<file path="src/rtl/lbctrl_pkg.sv">
// Shared types for the line-buffer window controller: FSM states, window tag, error-counter width.
package lbctrl_pkg;

    localparam int LBCTRL_ERR_W     = 16;
    localparam int LBCTRL_TAG_CNT_W = 16;

    typedef enum logic [2:0] {
        ST_IDLE  = 3'd0,
        ST_CLEAR = 3'd1,
        ST_PRIME = 3'd2,
        ST_RUN   = 3'd3,
        ST_DRAIN = 3'd4,
        ST_DONE  = 3'd5
    } lbctrl_state_e;

    // Coordinates are carried at a fixed width; the top keeps only its CNT_W low bits.
    typedef struct packed {
        logic                        win;
        logic [LBCTRL_TAG_CNT_W-1:0] col;
        logic [LBCTRL_TAG_CNT_W-1:0] row;
        logic                        sof;
        logic                        eol;
        logic                        eof;
    } lbctrl_tag_t;

endpackage

</file>
<file path="src/rtl/lbctrl_tag_pipe.sv">
// DEPTH-stage shift register that delays window tags to line up with the stack taps.
module lbctrl_tag_pipe
    import lbctrl_pkg::*;
#(
    parameter int DEPTH = 2
) (
    input  logic        clk,
    input  logic        rst,
    input  logic        flush,
    input  lbctrl_tag_t tag_in,
    output lbctrl_tag_t tag_out
);

    lbctrl_tag_t stage_reg [DEPTH];

    always_ff @(posedge clk) begin
        if (rst || flush) begin
            for (int i = 0; i < DEPTH; i++) begin
                stage_reg[i] <= '0;
            end
        end else begin
            stage_reg[0] <= tag_in;
            for (int i = 1; i < DEPTH; i++) begin
                stage_reg[i] <= stage_reg[i-1];
            end
        end
    end

    assign tag_out = stage_reg[DEPTH-1];

endmodule

</file>
<file path="src/rtl/linebuf_window_ctrl.sv">
// Frame sequencer for the three-row line-buffer stack: position tracking, clear, write gating, window tags.
// Defining LBCTRL_ERR_CNT_EN adds a saturating err_cnt and an err_pulse output.
module linebuf_window_ctrl
    import lbctrl_pkg::*;
#(
    parameter int IMG_W  = 100,
    parameter int IMG_H  = 100,
    parameter int CNT_W  = 7,
    parameter int LB_LAT = 2
) (
    input  logic             clk,
    input  logic             rst,
    input  logic             frame_start,
    input  logic             pix_valid,
    output logic             pix_ready,
    input  logic             win_ready,
    output logic             lb_clear,
    output logic             lb_in_valid,
    output logic             win_valid,
    output logic [CNT_W-1:0] win_col,
    output logic [CNT_W-1:0] win_row,
    output logic             win_sof,
    output logic             win_eol,
    output logic             win_eof,
    output logic             frame_done,
    output logic             busy
`ifdef LBCTRL_ERR_CNT_EN
    ,
    output logic [LBCTRL_ERR_W-1:0] err_cnt,
    output logic                    err_pulse
`endif
);

    localparam logic [CNT_W-1:0] COL_LAST = CNT_W'(IMG_W - 1);
    localparam logic [CNT_W-1:0] ROW_LAST = CNT_W'(IMG_H - 1);
    localparam logic [CNT_W-1:0] ROW_ONE  = CNT_W'(1);
    localparam logic [CNT_W-1:0] TWO      = CNT_W'(2);
    localparam int               DRAIN_W  = (LB_LAT > 1) ? $clog2(LB_LAT) : 1;
    localparam logic [DRAIN_W-1:0] DRAIN_LAST = DRAIN_W'(LB_LAT - 1);

    lbctrl_state_e      state_reg, state_next;
    logic [CNT_W-1:0]   col_reg, col_next;
    logic [CNT_W-1:0]   row_reg, row_next;
    logic [DRAIN_W-1:0] drain_reg, drain_next;
    logic               frame_done_reg;
    logic               accept;
    logic               col_wrap;
    logic [CNT_W-1:0]   col_m1, row_m1;
    lbctrl_tag_t        tag_in, tag_out;

    assign pix_ready   = ((state_reg == ST_PRIME) || (state_reg == ST_RUN)) && win_ready;
    assign lb_in_valid = pix_valid & pix_ready;
    // A pixel coinciding with frame_start is written but then wiped by the clear.
    assign accept      = lb_in_valid & ~frame_start;
    assign col_wrap    = (col_reg == COL_LAST);
    assign lb_clear    = (state_reg == ST_CLEAR);
    assign busy        = (state_reg != ST_IDLE);

    always_comb begin
        state_next = state_reg;
        col_next   = col_reg;
        row_next   = row_reg;
        drain_next = drain_reg;
        if (frame_start) begin
            state_next = ST_CLEAR;
        end else begin
            case (state_reg)
                ST_IDLE: state_next = ST_IDLE;
                ST_CLEAR: begin
                    state_next = ST_PRIME;
                    col_next   = '0;
                    row_next   = '0;
                end
                ST_PRIME, ST_RUN: begin
                    if (accept) begin
                        col_next = col_wrap ? '0 : col_reg + 1'b1;
                        if (col_wrap) begin
                            row_next = row_reg + 1'b1;
                        end
                        if ((state_reg == ST_PRIME) && col_wrap && (row_reg == ROW_ONE)) begin
                            state_next = ST_RUN;
                        end
                        if ((state_reg == ST_RUN) && col_wrap && (row_reg == ROW_LAST)) begin
                            state_next = ST_DRAIN;
                            drain_next = '0;
                        end
                    end
                end
                ST_DRAIN: begin
                    if (drain_reg == DRAIN_LAST) begin
                        state_next = ST_DONE;
                    end else begin
                        drain_next = drain_reg + 1'b1;
                    end
                end
                ST_DONE: state_next = ST_IDLE;
                default: state_next = ST_IDLE;
            endcase
        end
    end

    always_ff @(posedge clk) begin
        if (rst) begin
            state_reg      <= ST_IDLE;
            col_reg        <= '0;
            row_reg        <= '0;
            drain_reg      <= '0;
            frame_done_reg <= 1'b0;
        end else begin
            state_reg      <= state_next;
            col_reg        <= col_next;
            row_reg        <= row_next;
            drain_reg      <= drain_next;
            frame_done_reg <= (state_next == ST_DONE);
        end
    end

    assign col_m1 = col_reg - 1'b1;
    assign row_m1 = row_reg - 1'b1;

    // Only pixels that complete a 3x3 window carry a tag; everything else enters as a bubble.
    always_comb begin
        tag_in = '0;
        if (accept && (row_reg >= TWO) && (col_reg >= TWO)) begin
            tag_in.win = 1'b1;
            tag_in.col = LBCTRL_TAG_CNT_W'(col_m1);
            tag_in.row = LBCTRL_TAG_CNT_W'(row_m1);
            tag_in.sof = (col_reg == TWO) && (row_reg == TWO);
            tag_in.eol = col_wrap;
            tag_in.eof = col_wrap && (row_reg == ROW_LAST);
        end
    end

    lbctrl_tag_pipe #(
        .DEPTH (LB_LAT)
    ) u_tag_pipe (
        .clk     (clk),
        .rst     (rst),
        .flush   (frame_start),
        .tag_in  (tag_in),
        .tag_out (tag_out)
    );

    assign win_valid  = tag_out.win;
    assign win_col    = tag_out.col[CNT_W-1:0];
    assign win_row    = tag_out.row[CNT_W-1:0];
    assign win_sof    = tag_out.sof;
    assign win_eol    = tag_out.eol;
    assign win_eof    = tag_out.eof;
    assign frame_done = frame_done_reg;

    generate
        if (CNT_W < LBCTRL_TAG_CNT_W) begin : g_unused_hi
            logic unused_tag_hi;
            assign unused_tag_hi = ^{tag_out.col[LBCTRL_TAG_CNT_W-1:CNT_W],
                                     tag_out.row[LBCTRL_TAG_CNT_W-1:CNT_W]};
        end
    endgenerate

`ifdef LBCTRL_ERR_CNT_EN
    logic                    err_event;
    logic [LBCTRL_ERR_W-1:0] err_cnt_reg;
    logic                    err_pulse_reg;

    assign err_event = (frame_start && (state_reg != ST_IDLE)) ||
                       (pix_valid && ((state_reg == ST_IDLE) || (state_reg == ST_DRAIN) ||
                                      (state_reg == ST_DONE)));

    always_ff @(posedge clk) begin
        if (rst) begin
            err_cnt_reg   <= '0;
            err_pulse_reg <= 1'b0;
        end else begin
            err_pulse_reg <= err_event;
            if (err_event && (err_cnt_reg != '1)) begin
                err_cnt_reg <= err_cnt_reg + 1'b1;
            end
        end
    end

    assign err_cnt   = err_cnt_reg;
    assign err_pulse = err_pulse_reg;
`endif

endmodule

</file>
<file path="config.mk">
export PLATFORM = sky130hd
export DESIGN_NAME = linebuf_window_ctrl
export DESIGN_NICKNAME = d
export VERILOG_FILES = /design/src/rtl/lbctrl_pkg.sv /design/src/rtl/lbctrl_tag_pipe.sv /design/src/rtl/linebuf_window_ctrl.sv
export SDC_FILE = /design/constraint.sdc
export NUM_CORES = 1
export LEC_CHECK = 0
export CAP_MARGIN = 20
export CELL_PAD_IN_SITES_DETAIL_PLACEMENT = 1
export CELL_PAD_IN_SITES_GLOBAL_PLACEMENT = 1
export CORE_UTILIZATION = 48
export CTS_BUF_LIST = sky130_fd_sc_hd__clkbuf_4 sky130_fd_sc_hd__clkbuf_8
export CTS_CLUSTER_DIAMETER = 50
export DETAILED_ROUTE_END_ITERATION = 6
export PLACE_DENSITY_LB_ADDON = 0.25
export SYNTH_ARGS = -nofsm -noshare
export SYNTH_HDL_FRONTEND = slang
export SYNTH_SLANG_ARGS = --single-unit
</file>
<file path="constraint.sdc">
create_clock -name clk -period 3.7 [get_ports clk]
set_input_delay 0.925 -clock clk [delete_from_list [all_inputs] [get_ports clk]]
set_output_delay 0.925 -clock clk [all_outputs]
set_load 0.01 [all_outputs]
</file>
# --- Yosys cells after proc, flatten, opt, wreduce, memory -nomap -nowiden ---
# Memories as Yosys holds them, arrays and structs flattened.
# Index checks and enable logic that the tools add are counted.
classes:
  eq_ne: 13
  n_mux: 22
  addsub: 5
  reduce_logical: 18
  bitwise: 5
  order_cmp: 2
ops:
  columns: ["cell", "count"]
  rows:
  - ["$mux 36", 3]
  - ["$mux 7", 4]
  - ["$pmux 7 s2", 2]
  - ["$mux 3", 5]
  - ["$add 7x1->7 const B", 2]
  - ["$eq 7x2->1 const B", 2]
  - ["$eq 7x7->1 const B", 2]
  - ["$ge 7x2->1 const B", 2]
  - ["$sub 7x1->7 const B", 2]
  - ["$logic_and 1x1->1", 9]
  - ["$pmux 3 s3", 1]
  - ["$reduce_and 4->1", 2]
  - ["$eq 7x1->1 const B", 1]
  - ["$eq 3x2->1 const B", 2]
  - ["$eq 3x3->1 const B", 2]
  - ["$mux 1", 6]
  - ["$ne 2x2->1 const B", 3]
  - ["$reduce_bool 2->1", 2]
  - ["$eq 3x1->1 const B", 1]
  - ["$reduce_and 3->1", 1]
  - ["$reduce_bool 3->1", 1]
  - ["$and 1x1->1", 2]
  - ["$logic_or 1x1->1", 2]
  - ["$or 1x1->1", 2]
  - ["4 further kinds", 4]
totals:
  n_memories: 1
  ram_bits: 72
  out_inout_bits: 23
  elab_cells: 71
  ff_bits: 19
  inputBits: 5
mem_list:
  columns: ["memory", "depth", "word_bits", "read_ports", "rd_ports_with_merged_regs", "wr", "line_no", "rtl"]
  rows:
  - ["u_tag_pipe.stage_reg", 2, 36, 2, 0, 2, "lbctrl_tag_pipe.sv:14", "lbctrl_tag_t stage_reg [DEPTH];"]

# --- Depth between registers and ports, before layout ---
depth:
  ltp_word: 9
  ltp_mapped: 7
  ltp_nobuf: 6

# --- By module ---
# Synthesis repeated with hierarchy kept, for this count alone.
unflattened:
  hier_cells: 378
  area_unflattened_um2: 4206.5
by_module_without_submodules:
  columns: ["mod", "n_inst", "area_per_inst_um2", "seq_area_each_um2", "cells_per_inst"]
  rows:
  - ["lbctrl_tag_pipe", 1, 2782.7, 1441.4, 196]
  - ["linebuf_window_ctrl", 1, 1423.9, 380.4, 182]

# --- Worst setup path before layout ---
# OpenSTA, ideal clock, no wires.
synth_timing:
  kind: "input port to flip-flop"
  start: "input port frame_start"
  end: "memory u_tag_pipe.stage_reg[0][8] (netlist name)"
  t_required_ns: 3.636
  slack_ns: 1.503
  t_arrival_ns: 2.133
  path_buffers: 3
  cell_stages: 6
  setup_ns: 0.064
  path_cell_list: "buf_2 -> or2_2 -> a2111o_1 -> buf_4 -> buf_6 -> nor2_1"
synth_rtl:
  columns: ["item", "line_no", "rtl"]
  rows:
  - ["from (decl)", "linebuf_window_ctrl.sv:13", "input logic frame_start,"]
  - ["to (decl)", "lbctrl_tag_pipe.sv:14", null]

# --- Worst setup path after layout ---
layout_timing:
  start: "input port win_ready"
  end: "output port lb_in_valid"
layout_via:
  elab_chain_cells: 2
layout_rtl:
  columns: ["item", "line_no", "rtl"]
  rows:
  - ["from (decl)", "linebuf_window_ctrl.sv:16", "input logic win_ready,"]
  - ["$logic_and 1x1->1", "linebuf_window_ctrl.sv:51", "assign pix_ready = ((state_reg == ST_PRIME) || (state_reg == ST_RUN)) && win_ready;"]
  - ["$and 1x1->1", "linebuf_window_ctrl.sv:52", "assign lb_in_valid = pix_valid & pix_ready;"]
  - ["to (decl)", "linebuf_window_ctrl.sv:18", "output logic lb_in_valid,"]
# No other way between the ends.

==> key figures <==
Run status
  • Outcome: finished, final reports clean

Timing
  • Worst Slack Setup Final: 0.5607 ns
  • Max Fclk: 0.3185 GHz
  • Unrepaired setup endpoints after global routing: false
  • Period utilization: 0.8484
  • Setup tns final: 0 ns
  • Max-slew violations: 0
  • Finish-stage setup viols: 0
  • Fin. Hold Viols: 0
  • Worst Skew: 0.01190 ns
  • Worst slew margin: 0.5474
  • Tmin final: 3.139 ns
  • Measured slew at the worst slew-check pin: 0.6748 ns

Cells and area
  • Final layout net count: 277
  • Commonest non-fill, non-tap cell in the layout: dfxtp_1
  • Max reg flops: 36
  • Synth-to-layout area growth: 12.06%
  • Ant. Diodes: 0
  • Share of cells above drive strength 1: 0.06767
  • Commonest cells after routing, fill and taps aside: dfxtp_1 (55), clkdlybuf4s50_1 (27), nor2_1 (26)
  • Final instance area: 2698 sq um
  • Final Util: 0.5637

Routing
  • Final antenna-violating net count: 0
  • Vias/cell: 5.168
  • Iter 0 DRT Violations: 26
  • Vias post-DR: 1721
  • Number of remaining DRC errors: 0
  • Detailed-route wire length per cell: 13.17 um
  • Initial DRT Pass Iterations: 4
  • Post-Route WL: 4384 um

Critical path
  • R2r startpoint: row_reg[3]$_SDFFE_PP0P_
  • Worst setup EP type: output port
  • Flop2flop setup slack: 1.51 ns
  • Slowest-stage cell, CP: clkdlybuf4s50_1
  • Top delay family on crit path: buffers and inverters
  • CP Max Fanout: 3
  • Critical Path, Cell by Cell: clkdlybuf4s50_1, nand4b_2, inv_1, clkdlybuf4s50_1
  • Worst Path Buf+Inv: 3
  • Worst Path Required: 2.77 ns
  • Max incr delay on CP: 0.53 ns
  • Crit path DAT: 2.21 ns
  • Startpoint Class: input port
  • Beginning of the critical path: win_ready
  • CP dominant cell by count: clkdlybuf4s50_1
  • Kind of critical path: input port to output port

Synthesis
  • Top cell type's share of synthesized area: 0.4574
  • Main flop type after synthesis: dfxtp_1
  • Syn Inst Count: 255
  • Syn_area_per_cell: 9.440 sq um
  • Post-synthesis cell type count: 46
  • Register area share after synthesis: 0.4574
  • Syn Std Cell Area: 2407 sq um
  • Post-synth net total: 267
  • Number of synthesized flops with an enable pin: 0
  • Area leader, netlist: dfxtp_1
  • Synth top area cells: dfxtp_1 (46%), and2_1 (5.5%), buf_4 (4.7%)
  • Yosys reg bits: 55
  • Yosys warns: 0
  • FFs w/ async S/R, synth: 0

Power
  • Leak: 0.0009951 uW
  • Peak supply drop: 0.1439 mV
  • Pwr per Cell Area: 366.4 nW/um^2

Global routing
  • Fraction of met3 tracks used by global routing: 0.03729
  • Met2 GRT Util: 0.2980
  • Top Usage Layer GRT: met2
  • Vias in the first global route: 1564
  • M1 GR Usage: 0.2533
  • GRT Util Overall: 0.1872
  • Initial antenna violation count: 0
  • Largest net degree at the start of global routing: 19
  • GR Overflow Total: 0
  • First-pass GRT wire length: 7583 um

Min path
  • Hold/Removal Path Class: flop to flop
  • Min-delay src: u_tag_pipe.stage_reg[0][25]$_SDFF_PP0_

Place
  • Pre-CTS WS: 0.5638 ns
  • PortBufs: 27
  • DP Area: 2599 sq um
  • Final HPWL DP: 3180 um
  • GPL Wtd Cong: 0.8609

Die
  • Die Span X: 72.82 um
  • Die area: 5303 sq um
  • DIE HEIGHT: 72.82 um
  • Row count: 25
  • Core area: 4786 sq um
  • I/O pin cnt: 28
  • Starting Density: 0.5030

Clocking
  • Root Buffer: clkbuf_8
  • Htree depth: 2
  • CTS tree: done
  • CTS sink count: 55
  • Post-cts resize count: 0
  • Skew-Pair Late Insertion Delay: 0.31 ns
  • Post-CTS Hold Buffers: 0
  • Clock tree buffer depth: 2
  • Clock Pin Slew Worst Setup and Hold Paths: 0.09 ns
  • Post-CTS Setup Bufs: 0
  • CTS buffer count: 5

Flow run
  • Max-Cap Viols: 0
per-stage QoR:
stage / power [uW] / hold slack, ns / cells
2_1_floorplan: 634.3 / 0.4057 / 255
3_3_place_gp: 649.1 / 0.4094 / 325
3_5_place_dp: 649.4 / 0.4128 / 325
4_1_cts: 995.3 / 0.4346 / 333
5_1_grt: 1024 / 0.4452 / 333
6_report: 988.5 / 0.4319 / 333
final timing paths:
path                                            endpoint  cells after the start
setup / recovery                             lb_in_valid                      4
hold reg to reg   u_tag_pipe.stage_reg[0][61]$_SDFF_PP0_                      1
setup reg to reg   u_tag_pipe.stage_reg[0][0]$_SDFF_PP0_                      4
hold / removal    u_tag_pipe.stage_reg[0][61]$_SDFF_PP0_                      1
logic make-up after synthesis:
kind of cell    after synthesis  synth area share
simple gates                105            0.2526
flops                        55            0.4574
compound gates               36            0.1024
buf+inv                      34           0.08472
xor+xnor                     16           0.05821
fa+ha+maj                     7           0.03638
mux                           2          0.008316
synthesized netlist by cell type, drive strengths merged, types with 2 or more instances:
cell type	n
and2	21
nor4bb	2
xnor2	10
nor3	9
and3	2
ha	7
o2111ai	2
o21ai	5
or3	4
inv	9
nor2b	3
nor2	26
or4	5
or2	4
o31ai	3
a21oi	10
o21a	2
a21boi	3
clkbuf	4
o211ai	3
nand2	9
xor2	6
nor3b	2
mux2i	2
buf	21
nand3	8
nand2b	3
nor4	5
dfxtp	55
power breakdown:
group	switching [uW]	internal, uW	total (uW)	leakage [uW]
clock network	200	153	353	0.0000474
registers	2.88	593	596	0.000443
logic	23.6	16.4	40.0	0.000505
metal layers:
metal  share of wire  vias to the layer above
li1                -                      879
met1            0.51                      806
met2            0.45                       30
met3           0.029                        6
met4           0.015                        0
met5               0                        -
final cells by class:
type | instances | area, sq um
Clock buffer | 6 | 82.58
Clock inverter | 2 | 16.27
Fill cell | 561 | 2088
Inverter | 9 | 33.78
Multi-Input combinational cell | 166 | 1102
Sequential cell | 55 | 1101
Tap cell | 67 | 83.83
Timing Repair Buffer | 28 | 277.8
No activity file was read; power rests on OpenSTA's default activity.
